File: src/rtl/fetch_resp_buffer_pkg.sv
// Shared types and sizing helpers for the fetch response buffer.
package fetch_resp_buffer_pkg;

    localparam int c_addr_nbits = 32;
    localparam int c_depth      = 2;

    function automatic int ptr_nbits(input int depth);
        return (depth > 1) ? $clog2(depth) : 1;
    endfunction

    localparam int c_ptr_nbits = ptr_nbits(c_depth);

    // Storage is sized for the widest supported PC; narrower builds use the low bits.
    typedef struct packed {
        logic [c_addr_nbits-1:0] pc;
        logic [c_addr_nbits-1:0] inst;
        logic                    data_val;
        logic                    squashed;
    } fetch_buf_entry_t;

endpackage

File: src/rtl/fetch_resp_buffer_if.sv
// Fetch-issue, imem request/response and decode-output handshakes of the fetch buffer.
interface fetch_resp_buffer_if #(
    parameter int p_addr_nbits = 32
);
    logic                    fetch_val;
    logic                    fetch_rdy;
    logic [p_addr_nbits-1:0] fetch_pc;
    logic                    imemreq_val;
    logic                    imemreq_rdy;
    logic [p_addr_nbits-1:0] imemreq_addr;
    logic                    imemresp_val;
    logic                    imemresp_rdy;
    logic [p_addr_nbits-1:0] imemresp_data;
    logic                    squash;
    logic                    out_val;
    logic                    out_rdy;
    logic [p_addr_nbits-1:0] out_pc;
    logic [p_addr_nbits-1:0] out_inst;

    // Environment side: F-stage PC logic, instruction memory and D stage.
    modport master (
        output fetch_val, fetch_pc, imemreq_rdy, imemresp_val, imemresp_data, squash, out_rdy,
        input  fetch_rdy, imemreq_val, imemreq_addr, imemresp_rdy, out_val, out_pc, out_inst
    );

    modport slave (
        input  fetch_val, fetch_pc, imemreq_rdy, imemresp_val, imemresp_data, squash, out_rdy,
        output fetch_rdy, imemreq_val, imemreq_addr, imemresp_rdy, out_val, out_pc, out_inst
    );
endinterface

File: src/rtl/fetch_resp_buffer_ptr.sv
// Ring pointer with enable; wraps to zero after p_depth-1.
module fetch_buf_ptr
    import fetch_resp_buffer_pkg::*;
#(
    parameter int p_depth = c_depth,
    parameter int p_nbits = c_ptr_nbits
) (
    input  logic               clk,
    input  logic               reset,
    input  logic               en,
    output logic [p_nbits-1:0] ptr
);

    // NOTE: sequential state uses <= so every flop samples pre-edge values.
    always_ff @(posedge clk or negedge reset) begin
        if (!reset) begin
            ptr <= '0;
        end else if (en) begin
            ptr <= (ptr == p_nbits'(p_depth - 1)) ? '0 : ptr + p_nbits'(1);
        end
    end

endmodule

File: src/rtl/fetch_resp_buffer.sv
// Pairs in-order imem responses with their fetch PCs and drops squashed fetches.
// Optional FETCH_RESP_BUFFER_BYPASS_EN: forward a response to decode in the same cycle.
module fetch_resp_buffer
    import fetch_resp_buffer_pkg::*;
#(
    parameter int p_depth      = c_depth,
    parameter int p_addr_nbits = c_addr_nbits
) (
    input  logic                 clk,
    input  logic                 reset,
    fetch_resp_buffer_if.slave   bus
);

    localparam int c_pw = ptr_nbits(p_depth);
    localparam int c_cw = c_pw + 1;

    fetch_buf_entry_t entries [p_depth];
    fetch_buf_entry_t head;
    logic [c_pw-1:0]  alloc_ptr;
    logic [c_pw-1:0]  resp_ptr;
    logic [c_pw-1:0]  head_ptr;
    logic [c_cw-1:0]  count;
    logic             not_full;
    logic             head_live;
    logic             awaiting;
    logic             fire;
    logic             resp_fire;
    logic             bypass;
    logic             write_resp;
    logic             retire;

    assign head      = entries[head_ptr];
    assign not_full  = count < c_cw'(p_depth);
    assign head_live = count != '0;
    // When full, resp==alloc is ambiguous; the slot's data flag tells waiting from done.
    assign awaiting  = (resp_ptr != alloc_ptr) || (!not_full && !entries[resp_ptr].data_val);

    assign bus.fetch_rdy     = reset && bus.imemreq_rdy && not_full;
    assign bus.imemreq_val   = reset && bus.fetch_val && not_full;
    assign bus.imemreq_addr  = bus.fetch_pc;
    assign bus.imemresp_rdy  = awaiting;
    assign bus.out_pc        = head.pc[p_addr_nbits-1:0];

    assign fire      = bus.fetch_val && bus.fetch_rdy;
    assign resp_fire = bus.imemresp_val && awaiting;

`ifdef FETCH_RESP_BUFFER_BYPASS_EN
    assign bypass = head_live && (head_ptr == resp_ptr) && !head.data_val && !head.squashed &&
                    bus.imemresp_val && !bus.squash;
    assign bus.out_val  = (head_live && head.data_val && !head.squashed && !bus.squash) || bypass;
    assign bus.out_inst = bypass ? bus.imemresp_data : head.inst[p_addr_nbits-1:0];
`else
    assign bypass       = 1'b0;
    assign bus.out_val  = head_live && head.data_val && !head.squashed && !bus.squash;
    assign bus.out_inst = head.inst[p_addr_nbits-1:0];
`endif

    // A bypassed response consumed by decode never lands in the buffer.
    assign write_resp = resp_fire && !(bypass && bus.out_rdy);
    assign retire     = head_live &&
                        ((head.data_val && (head.squashed || (bus.out_val && bus.out_rdy))) ||
                         (bypass && bus.out_rdy));

    fetch_buf_ptr #(.p_depth(p_depth), .p_nbits(c_pw)) u_alloc_ptr (
        .clk(clk), .reset(reset), .en(fire), .ptr(alloc_ptr)
    );

    fetch_buf_ptr #(.p_depth(p_depth), .p_nbits(c_pw)) u_resp_ptr (
        .clk(clk), .reset(reset), .en(resp_fire), .ptr(resp_ptr)
    );

    fetch_buf_ptr #(.p_depth(p_depth), .p_nbits(c_pw)) u_head_ptr (
        .clk(clk), .reset(reset), .en(retire), .ptr(head_ptr)
    );

    always_ff @(posedge clk or negedge reset) begin
        if (!reset) begin
            count <= '0;
        end else begin
            count <= count + c_cw'(fire) - c_cw'(retire);
        end
    end

    // NOTE: the entry array is reset because out_pc/out_inst must read zero after reset.
    always_ff @(posedge clk or negedge reset) begin
        if (!reset) begin
            for (int i = 0; i < p_depth; i++) begin
                entries[i] <= '0;
            end
        end else begin
            // Marking free slots is harmless: allocation clears the flag below.
            if (bus.squash) begin
                for (int i = 0; i < p_depth; i++) begin
                    entries[i].squashed <= 1'b1;
                end
            end
            if (write_resp) begin
                entries[resp_ptr].inst     <= c_addr_nbits'(bus.imemresp_data);
                entries[resp_ptr].data_val <= 1'b1;
            end
            if (fire) begin
                entries[alloc_ptr].pc       <= c_addr_nbits'(bus.fetch_pc);
                entries[alloc_ptr].data_val <= 1'b0;
                entries[alloc_ptr].squashed <= 1'b0;
            end
        end
    end

endmodule

File: src/flat_wrapper.sv
// flat-port wrapper written by rule: the top's interface ports become plain ports
module fetch_resp_buffer_flat import fetch_resp_buffer_pkg::*;
#(
    parameter int p_depth      = c_depth,
    parameter int p_addr_nbits = c_addr_nbits
)
  (clk, reset, bus_fetch_val, bus_fetch_pc, bus_imemreq_rdy, bus_imemresp_val, bus_imemresp_data, bus_squash, bus_out_rdy, bus_fetch_rdy, bus_imemreq_val, bus_imemreq_addr, bus_imemresp_rdy, bus_out_val, bus_out_pc, bus_out_inst);
  fetch_resp_buffer_if #(.p_addr_nbits(p_addr_nbits)) bus_i ();
  input  logic clk;
  input  logic reset;
  input wire logic [$bits(bus_i.fetch_val)-1:0] bus_fetch_val;
  input wire logic [$bits(bus_i.fetch_pc)-1:0] bus_fetch_pc;
  input wire logic [$bits(bus_i.imemreq_rdy)-1:0] bus_imemreq_rdy;
  input wire logic [$bits(bus_i.imemresp_val)-1:0] bus_imemresp_val;
  input wire logic [$bits(bus_i.imemresp_data)-1:0] bus_imemresp_data;
  input wire logic [$bits(bus_i.squash)-1:0] bus_squash;
  input wire logic [$bits(bus_i.out_rdy)-1:0] bus_out_rdy;
  output wire logic [$bits(bus_i.fetch_rdy)-1:0] bus_fetch_rdy;
  output wire logic [$bits(bus_i.imemreq_val)-1:0] bus_imemreq_val;
  output wire logic [$bits(bus_i.imemreq_addr)-1:0] bus_imemreq_addr;
  output wire logic [$bits(bus_i.imemresp_rdy)-1:0] bus_imemresp_rdy;
  output wire logic [$bits(bus_i.out_val)-1:0] bus_out_val;
  output wire logic [$bits(bus_i.out_pc)-1:0] bus_out_pc;
  output wire logic [$bits(bus_i.out_inst)-1:0] bus_out_inst;
  assign bus_i.fetch_val = bus_fetch_val;
  assign bus_i.fetch_pc = bus_fetch_pc;
  assign bus_i.imemreq_rdy = bus_imemreq_rdy;
  assign bus_i.imemresp_val = bus_imemresp_val;
  assign bus_i.imemresp_data = bus_imemresp_data;
  assign bus_i.squash = bus_squash;
  assign bus_i.out_rdy = bus_out_rdy;
  assign bus_fetch_rdy = bus_i.fetch_rdy;
  assign bus_imemreq_val = bus_i.imemreq_val;
  assign bus_imemreq_addr = bus_i.imemreq_addr;
  assign bus_imemresp_rdy = bus_i.imemresp_rdy;
  assign bus_out_val = bus_i.out_val;
  assign bus_out_pc = bus_i.out_pc;
  assign bus_out_inst = bus_i.out_inst;
  fetch_resp_buffer #(.p_depth(p_depth), .p_addr_nbits(p_addr_nbits)) u_core (.clk(clk), .reset(reset), .bus(bus_i));
endmodule
File: config.mk
export PLATFORM = sky130hd
export DESIGN_NAME = fetch_resp_buffer_flat
export DESIGN_NICKNAME = d
export VERILOG_FILES = /design/src/rtl/fetch_resp_buffer_pkg.sv /design/src/rtl/fetch_resp_buffer_if.sv /design/src/rtl/fetch_resp_buffer_ptr.sv /design/src/rtl/fetch_resp_buffer.sv /design/src/flat_wrapper.sv
export SDC_FILE = /design/constraint.sdc
export NUM_CORES = 1
export LEC_CHECK = 0
export ABC_AREA = 1
export CAP_MARGIN = 20
export CORE_UTILIZATION = 46
export CTS_BUF_LIST = sky130_fd_sc_hd__clkbuf_2
export DETAILED_ROUTE_END_ITERATION = 8
export PLACE_DENSITY = 0.83
export SYNTH_ARGS = -nofsm -noshare
export SYNTH_HDL_FRONTEND = slang
export SYNTH_HIERARCHICAL = 1
export SYNTH_SLANG_ARGS = --single-unit
File: constraint.sdc
create_clock -name clk -period 1.81 [get_ports clk]
set_clock_uncertainty 0.2 [all_clocks]
set_input_delay 0.362 -clock clk [delete_from_list [all_inputs] [get_ports clk]]
set_output_delay 0.362 -clock clk [all_outputs]
set_load 0.05 [all_outputs]
==> results of run 1 <==
per-layer routing:
metal | routed length, µm | vias up | part of all wire [%] | global-route usage (%)
met5 | 0 | - | 0 | 0
met1 | 8180 | 2883 | 38 | 28.9
li1 | - | 2597 | - | -
met2 | 11100 | 327 | 52 | 41.1
met3 | 1640 | 48 | 7.6 | 6.79
met4 | 476 | 0 | 2.2 | 8.02
power breakdown:
group	switching (W)	total [W]	leakage [nW]	internal, W
logic	0.00778	0.0138	3.35	0.00603
registers	0.00111	0.00559	1.71	0.00447
clock network	0.00113	0.00188	0.145	0.000758
how the worst max path moves through the flow:
stage,startpoint,to,slack (ps),depth (start not counted)
after CTS,u_core/u_head_ptr/ptr,bus_out_inst[8],-860,3
after floorplan,u_core/u_head_ptr/ptr,bus_out_pc[18],-40,4
after detailed placement,bus_fetch_val,u_core/count[1],-220,8
final,u_core/u_head_ptr/ptr,bus_out_val,-800,7
after global routing,u_core/u_head_ptr/ptr,bus_out_val,-920,6
after global placement,bus_fetch_val,u_core/count[1],-180,8
sequential cells by signal, indices dropped and copies added, names as in the netlist:
register                cells
u_core/entries            132
u_core/u_head_ptr/ptr       1
u_core/u_alloc_ptr/ptr      1
u_core/count                2
u_core/u_resp_ptr/ptr       1
worst max-delay path: stages (launching register included):
cell     delay (ps)
dfrtp_4         530
buf_6           130
buf_6           110
nand2_4          50
o21ai_4          60
buf_6           120
nor3_4          190
buf_12          160
kinds of logic after synthesis:
group,count (synthesis),share of synthesized area (%)
DFF,137,53.3
adders and majority gates,2,0.389
muxes,64,11.2
AOI/OAI and AO/OA,69,6.30
xor gates and xnor gates,2,0.272
buffers and inverters,115,10.2
and+or+nand+nor,300,18.4
cells in the final DEF, fill, tap and decap left out, types with 2 or more instances in the layout:
cell,n
nor2_1,6
nand2_2,37
nand2_8,3
nand4_1,4
clkbuf_2,20
dfrtp_2,2
dlygate4sd3_1,33
clkinv_2,3
xnor2_1,2
o21ai_2,48
bufinv_16,3
clkinv_1,5
inv_1,43
nand2_4,28
dfrtp_1,134
mux2_4,21
buf_4,24
buf_6,62
buf_12,60
clkdlybuf4s50_1,69
inv_2,4
o21ai_1,18
nor2_4,6
nand2_1,214
mux2_2,43
buf_8,5
clkbuf_16,12
layout make-up:
cell class	instances	area [µm²]	share of cell area, %
timing repair buffer	266	3500	33.1
sequential	137	3430	32.5
multi-input combinational	438	2970	28.1
tap	176	220	2.08
inverter	50	208	1.96
clock inverter	12	131	1.24
clock buffer	20	100	0.947
timing repair inverter	1	8.76	0.0828
metrics by stage:
step	area, µm²	std cells	hold WS, ps	power [W]	util, %
2_1_floorplan	6560	689	-134	0.0129	-
3_3_place_gp	8700	997	256	0.0164	64.6
3_5_place_dp	8700	997	260	0.0166	64.6
4_1_cts	9530	1069	6.14	0.0194	70.9
5_1_grt	10600	1100	39.6	0.0222	78.6
6_report	10600	1100	94.0	0.0213	78.6
what timing repair did:
item,4_1_cts,5_1_grt
buffers inserted,9,9
pin swaps,7,9
setup endpoints to repair,70,118
resized for setup,60,202
hold endpoints to repair,198,1
hold buffers,32,1
gates cloned,0,21
==> key figures, run 1 <==
Setup path
  – WP data required: 1250 ps
  – Critical Path AT: 2050 ps
  – Kind of critical path: reg -> out
  – Reg2Reg Setup Slack: -260 ps
  – Worst R2R End: u_core/count[1]
  – CP max FO: 3
  – R2r worst-path depth: 11
  – Crit path launch type: flop
  – Element type at the critical path end: primary output
  – Worst reg2reg path startpoint: u_core/u_head_ptr/ptr

Clock network
  – CTS tree: yes
  – Clock Sinks: 137
  – CTS clk-pin slew, worst paths: 220 ps
  – Clock root buffer: clkbuf_2
  – Cts bufs inserted: 17
  – H-tree levels: 4
  – Worst-Skew Late Latency: 710 ps
  – Clk buf depth: 2

Global routing
  – GRT overflow: 0
  – Initial antenna violation count: 0
  – First-pass GRT wire length: 26.9 mm
  – GRT Util Overall: 24.0%
  – Number of global-route vias before repair: 5507
  – Pin count of the biggest net entering global routing: 138

STA
  – Slew Limit Fails: 0
  – Final worst path period need: 2610 ps
  – Final hold violations: 0
  – RSZ-0062 raised after global routing: true
  – Worst Tran Pin Value: 783 ps
  – Post-Route Setup TNS: -57030 ps
  – Final setup margin: -803 ps
  – Highest Clock Rate: 383 MHz
  – Final setup viols: 135
  – Final worst-path cycle share: 144%
  – Headroom to the max-slew limit: 47.8%

Yosys
  – Top_reg_cell synth: dfrtp_1
  – Cell Area, Synth: 6440 µm²
  – Syn Inst Count: 689
  – Top cell type's share of synthesized area: 53.3%
  – Most frequent cell after synthesis: nand2_1
  – Avg Inst Size Synth: 9.34 µm²
  – Syn. warnings: 6
  – Number of synthesized flops with an enable pin: 0
  – Sequential share of the synthesized area: 53.3%
  – Commonest cells in the netlist: 278 x nand2_1, 137 x dfrtp_1, 64 x mux2_2
  – Top cells by area, synth: dfrtp_1 53%, nand2_1 16%, mux2_2 11%, buf_4 4.0%, o21ai_0 3.3%
  – Synth Register Bits: 137
  – Post-synth cell types: 23
  – Mapped Nets: 762
  – Area leader, netlist: dfrtp_1
  – Fraction of registers with async set/reset: 100%

Routing
  – DRT iter0 DRCs: 483
  – DRC: 0
  – 1st-pass router iterations: 5
  – Drt wl/cell: 19.5 µm
  – Via-to-Cell Ratio: 5.32
  – Routed via count: 5855
  – Remaining antenna violation count: 0
  – WL final: 21.4 mm

Status
  – Status: finished with violations
  – Failing checks: setup timing

Die
  – Initial Utilization: 47.8%
  – Die W: 120 µm
  – Boundary Pins: 171
  – Core ar.: 13500 µm²
  – Placement Rows: 42
  – Die Y: 120 µm
  – Full die area: 14500 µm²

Min path
  – Hold_sp: bus_fetch_pc[15]
  – Cells on Worst Hold Path: 3
  – HP Class: in -> reg
  – Min-Delay Endpoint: u_core/entries[49]

Finish
  – # diodes: 0
  – Layout cell share with drive strength beyond 1: 42.6%
  – Fill cell count: 753
  – Nets: 984
  – Area Overhead vs Synth: 64.3%

Placed design
  – Final RePlAce weighted congestion: 0.773
  – Dpl ws: -217 ps
  – Dpl hpwl: 9.89 mm
  – Port Buffer Count: 170

Pwr
  – Power density cells: 2010 nW/µm²
  – Leak: 5.20 nW
  – Max VDD drop: 0.00159 V

Run
  – Max Cap Viol: 0
Power figures use the tool's default switching activity.
==> run 2, diff against run 1 <==
Settings changed: HOLD_SLACK_MARGIN set to 0.03.
==> key figures, run 2 (same netlist as run 1, synthesis figures left out) <==
STA
  – Final hold violations: 0 (unchanged)
  – Final setup viols: 128 (was 135)
  – Final worst-path cycle share: 146% (was 144%)
  – Headroom to the max-slew limit: 47.7% (was 47.8%)
  – Final worst path period need: 2640 ps (was 2610 ps)
  – Highest Clock Rate: 379 MHz (was 383 MHz)
  – Slew Limit Fails: 0 (unchanged)
  – Post-Route Setup TNS: -55880 ps (was -57030 ps)
  – RSZ-0062 raised after global routing: true (unchanged)
  – Final setup margin: -829 ps (was -803 ps)
  – Final hold slack: 101 ps (was 94.0 ps)
  – Worst Tran Pin Value: 784 ps (was 783 ps)

Routing
  – Via-to-Cell Ratio: 5.26 (was 5.32)
  – DRT iter0 DRCs: 467 (was 483)
  – DRC: 0 (unchanged)
  – WL final: 21.2 mm (was 21.4 mm)
  – Drt wl/cell: 19.2 µm (was 19.5 µm)
  – Remaining antenna violation count: 0 (unchanged)
  – Routed via count: 5803 (was 5855)
  – 1st-pass router iterations: 6 (was 5)

Setup path
  – Slowest CP cell: dfrtp_4 (unchanged)
  – Slowest cell delay on critical path: 540 ps (was 530 ps)
  – CP cell instances: buf_6, buf_4, o21ai_2, o21ai_2, nor3_4, buf_12 (was buf_6, buf_6, nand2_4, o21ai_4, buf_6, nor3_4, buf_12)
  – Critical Path AT: 2080 ps (was 2050 ps)
  – Bufs and invs on worst path: 3 (was 4)
  – Element type at the critical path end: primary output (unchanged)
  – Crit path launch type: flop (unchanged)
  – Top cell by count, worst path: o21ai_2 (was buf_6)
  – Kind of critical path: reg -> out (unchanged)
  – Crit-path leading delay family: flip-flops (unchanged)
  – CP max FO: 3 (unchanged)
  – WP data required: 1250 ps (about the same)

Pwr
  – Max VDD drop: 0.00120 V (was 0.00159 V)
  – Power density cells: 2000 nW/µm² (was 2010 nW/µm²)
  – Leak: 5.23 nW (was 5.20 nW)

Clock network
  – CTS tree: yes (unchanged)
  – H-tree levels: 4 (unchanged)
  – Clock Sinks: 137 (unchanged)
  – Cts bufs inserted: 17 (unchanged)
  – Clock root buffer: clkbuf_2 (unchanged)
  – CTS clk-pin slew, worst paths: 190 ps (was 220 ps)
  – Clk buf depth: 2 (unchanged)
  – Worst-Skew Late Latency: 710 ps (about the same)

Finish
  – Nets: 988 (was 984)
  – Area Overhead vs Synth: 65.0% (was 64.3%)
  – # diodes: 0 (unchanged)
  – Commonest non-fill, non-tap cell in the layout: nand2_1 (unchanged)
  – Biggest regs: u_core/entries (132), u_core/count (2) (unchanged)
  – Most frequent cells in the layout: 218 x nand2_1, 134 x dfrtp_1, 69 x clkdlybuf4s50_1 (was 214 x nand2_1, 134 x dfrtp_1, 69 x clkdlybuf4s50_1)
  – Biggest register: u_core/entries (unchanged)
  – Final core occ: 78.9% (was 78.6%)
  – Layout cell share with drive strength beyond 1: 41.9% (was 42.6%)
  – Fill cell count: 725 (was 753)
  – Max reg flops: 132 (unchanged)

Global routing
  – Number of global-route vias before repair: 5542 (was 5507)
  – Pin count of the biggest net entering global routing: 138 (unchanged)
  – Initial antenna violation count: 0 (unchanged)
  – First-pass GRT wire length: 27.0 mm (was 26.9 mm)
  – GRT Util Overall: 24.1% (was 24.0%)
  – GRT overflow: 0 (unchanged)

Die
  – Initial Utilization: 47.8% (unchanged)
  – Die Y: 120 µm (unchanged)
  – Boundary Pins: 171 (unchanged)
  – Full die area: 14500 µm² (unchanged)
  – Die W: 120 µm (unchanged)
  – Placement Rows: 42 (unchanged)
  – Core ar.: 13500 µm² (unchanged)

Placed design
  – Dpl hpwl: 9.89 mm (unchanged)
  – Port Buffer Count: 170 (unchanged)
  – Final RePlAce weighted congestion: 0.773 (unchanged)

Status
  – Status: finished with violations (unchanged)
  – Failing checks: setup timing (unchanged)

Run
  – Max Cap Viol: 0 (unchanged)

Min path
  – HP Class: in -> async (was in -> reg)
==> run 2: worst paths after layout <==
check / start / endpoint / slack (ps) / depth (start not counted)
hold reg to reg: u_core/entries[10] / u_core/entries[10] / 300 / 2
setup / recovery: u_core/u_head_ptr/ptr / bus_out_val / -830 / 6
max in group asynchronous: reset / u_core/u_head_ptr/ptr / 680 / 3
min in group clk: bus_fetch_pc[1] / u_core/entries[101] / 110 / 3
setup reg to reg: u_core/u_head_ptr/ptr / u_core/count[1] / -280 / 11
hold / removal: reset / u_core/count[0] / 100 / 3
==> run 2: repair_timing <==
action                                  4_1_cts  5_1_grt
gates resized for setup                      60      199
hold endpoints to repair                    204        0
gates cloned                                  0       21
pin swaps                                     7        8
endpoints found under the setup margin       70      118
hold buffers                                 37        0
setup buffers                                 9        9
==> run 2: routing by layer <==
metal	GRT usage, %	part of all wire, %
met5	0	0
met4	8.33	2.5
met3	6.84	7.5
met2	41.1	52
met1	29.1	38
==> run 2: tightest hold or removal path: cells and delay by family <==
family	cells	cell delay, ps
buffers and inverters	3	1170
==> run 2: area by class of cell <==
cell class | instances | area, µm² | share of cell area (%)
clock buffers | 20 | 100 | 0.943
clock inverters | 12 | 131 | 1.24
inverters | 50 | 208 | 1.96
multi-input cells | 438 | 2950 | 27.8
flip-flops and latches | 137 | 3430 | 32.3
well taps | 176 | 220 | 2.07
repair buffers | 270 | 3560 | 33.5
repair inverters | 1 | 11.3 | 0.106
==> run 2: per-stage QoR <==
stage	instances	setup WS [ps]	cell area (µm²)	power (W)
after floorplan	689	-39.5	6560	0.0129
after global placement	997	-182	8700	0.0164
after detailed placement	997	-217	8700	0.0166
after CTS	1074	-858	9580	0.0194
after global routing	1104	-976	10600	0.0222
final	1104	-829	10600	0.0213
==> run 2: power breakdown <==
group / internal [W] / total (W) / leakage (nW) / switching (W)
Combinational: 0.00606 / 0.0138 / 3.38 / 0.00777
Sequential: 0.00447 / 0.00559 / 1.71 / 0.00112
Clock: 0.000758 / 0.00185 / 0.145 / 0.00109
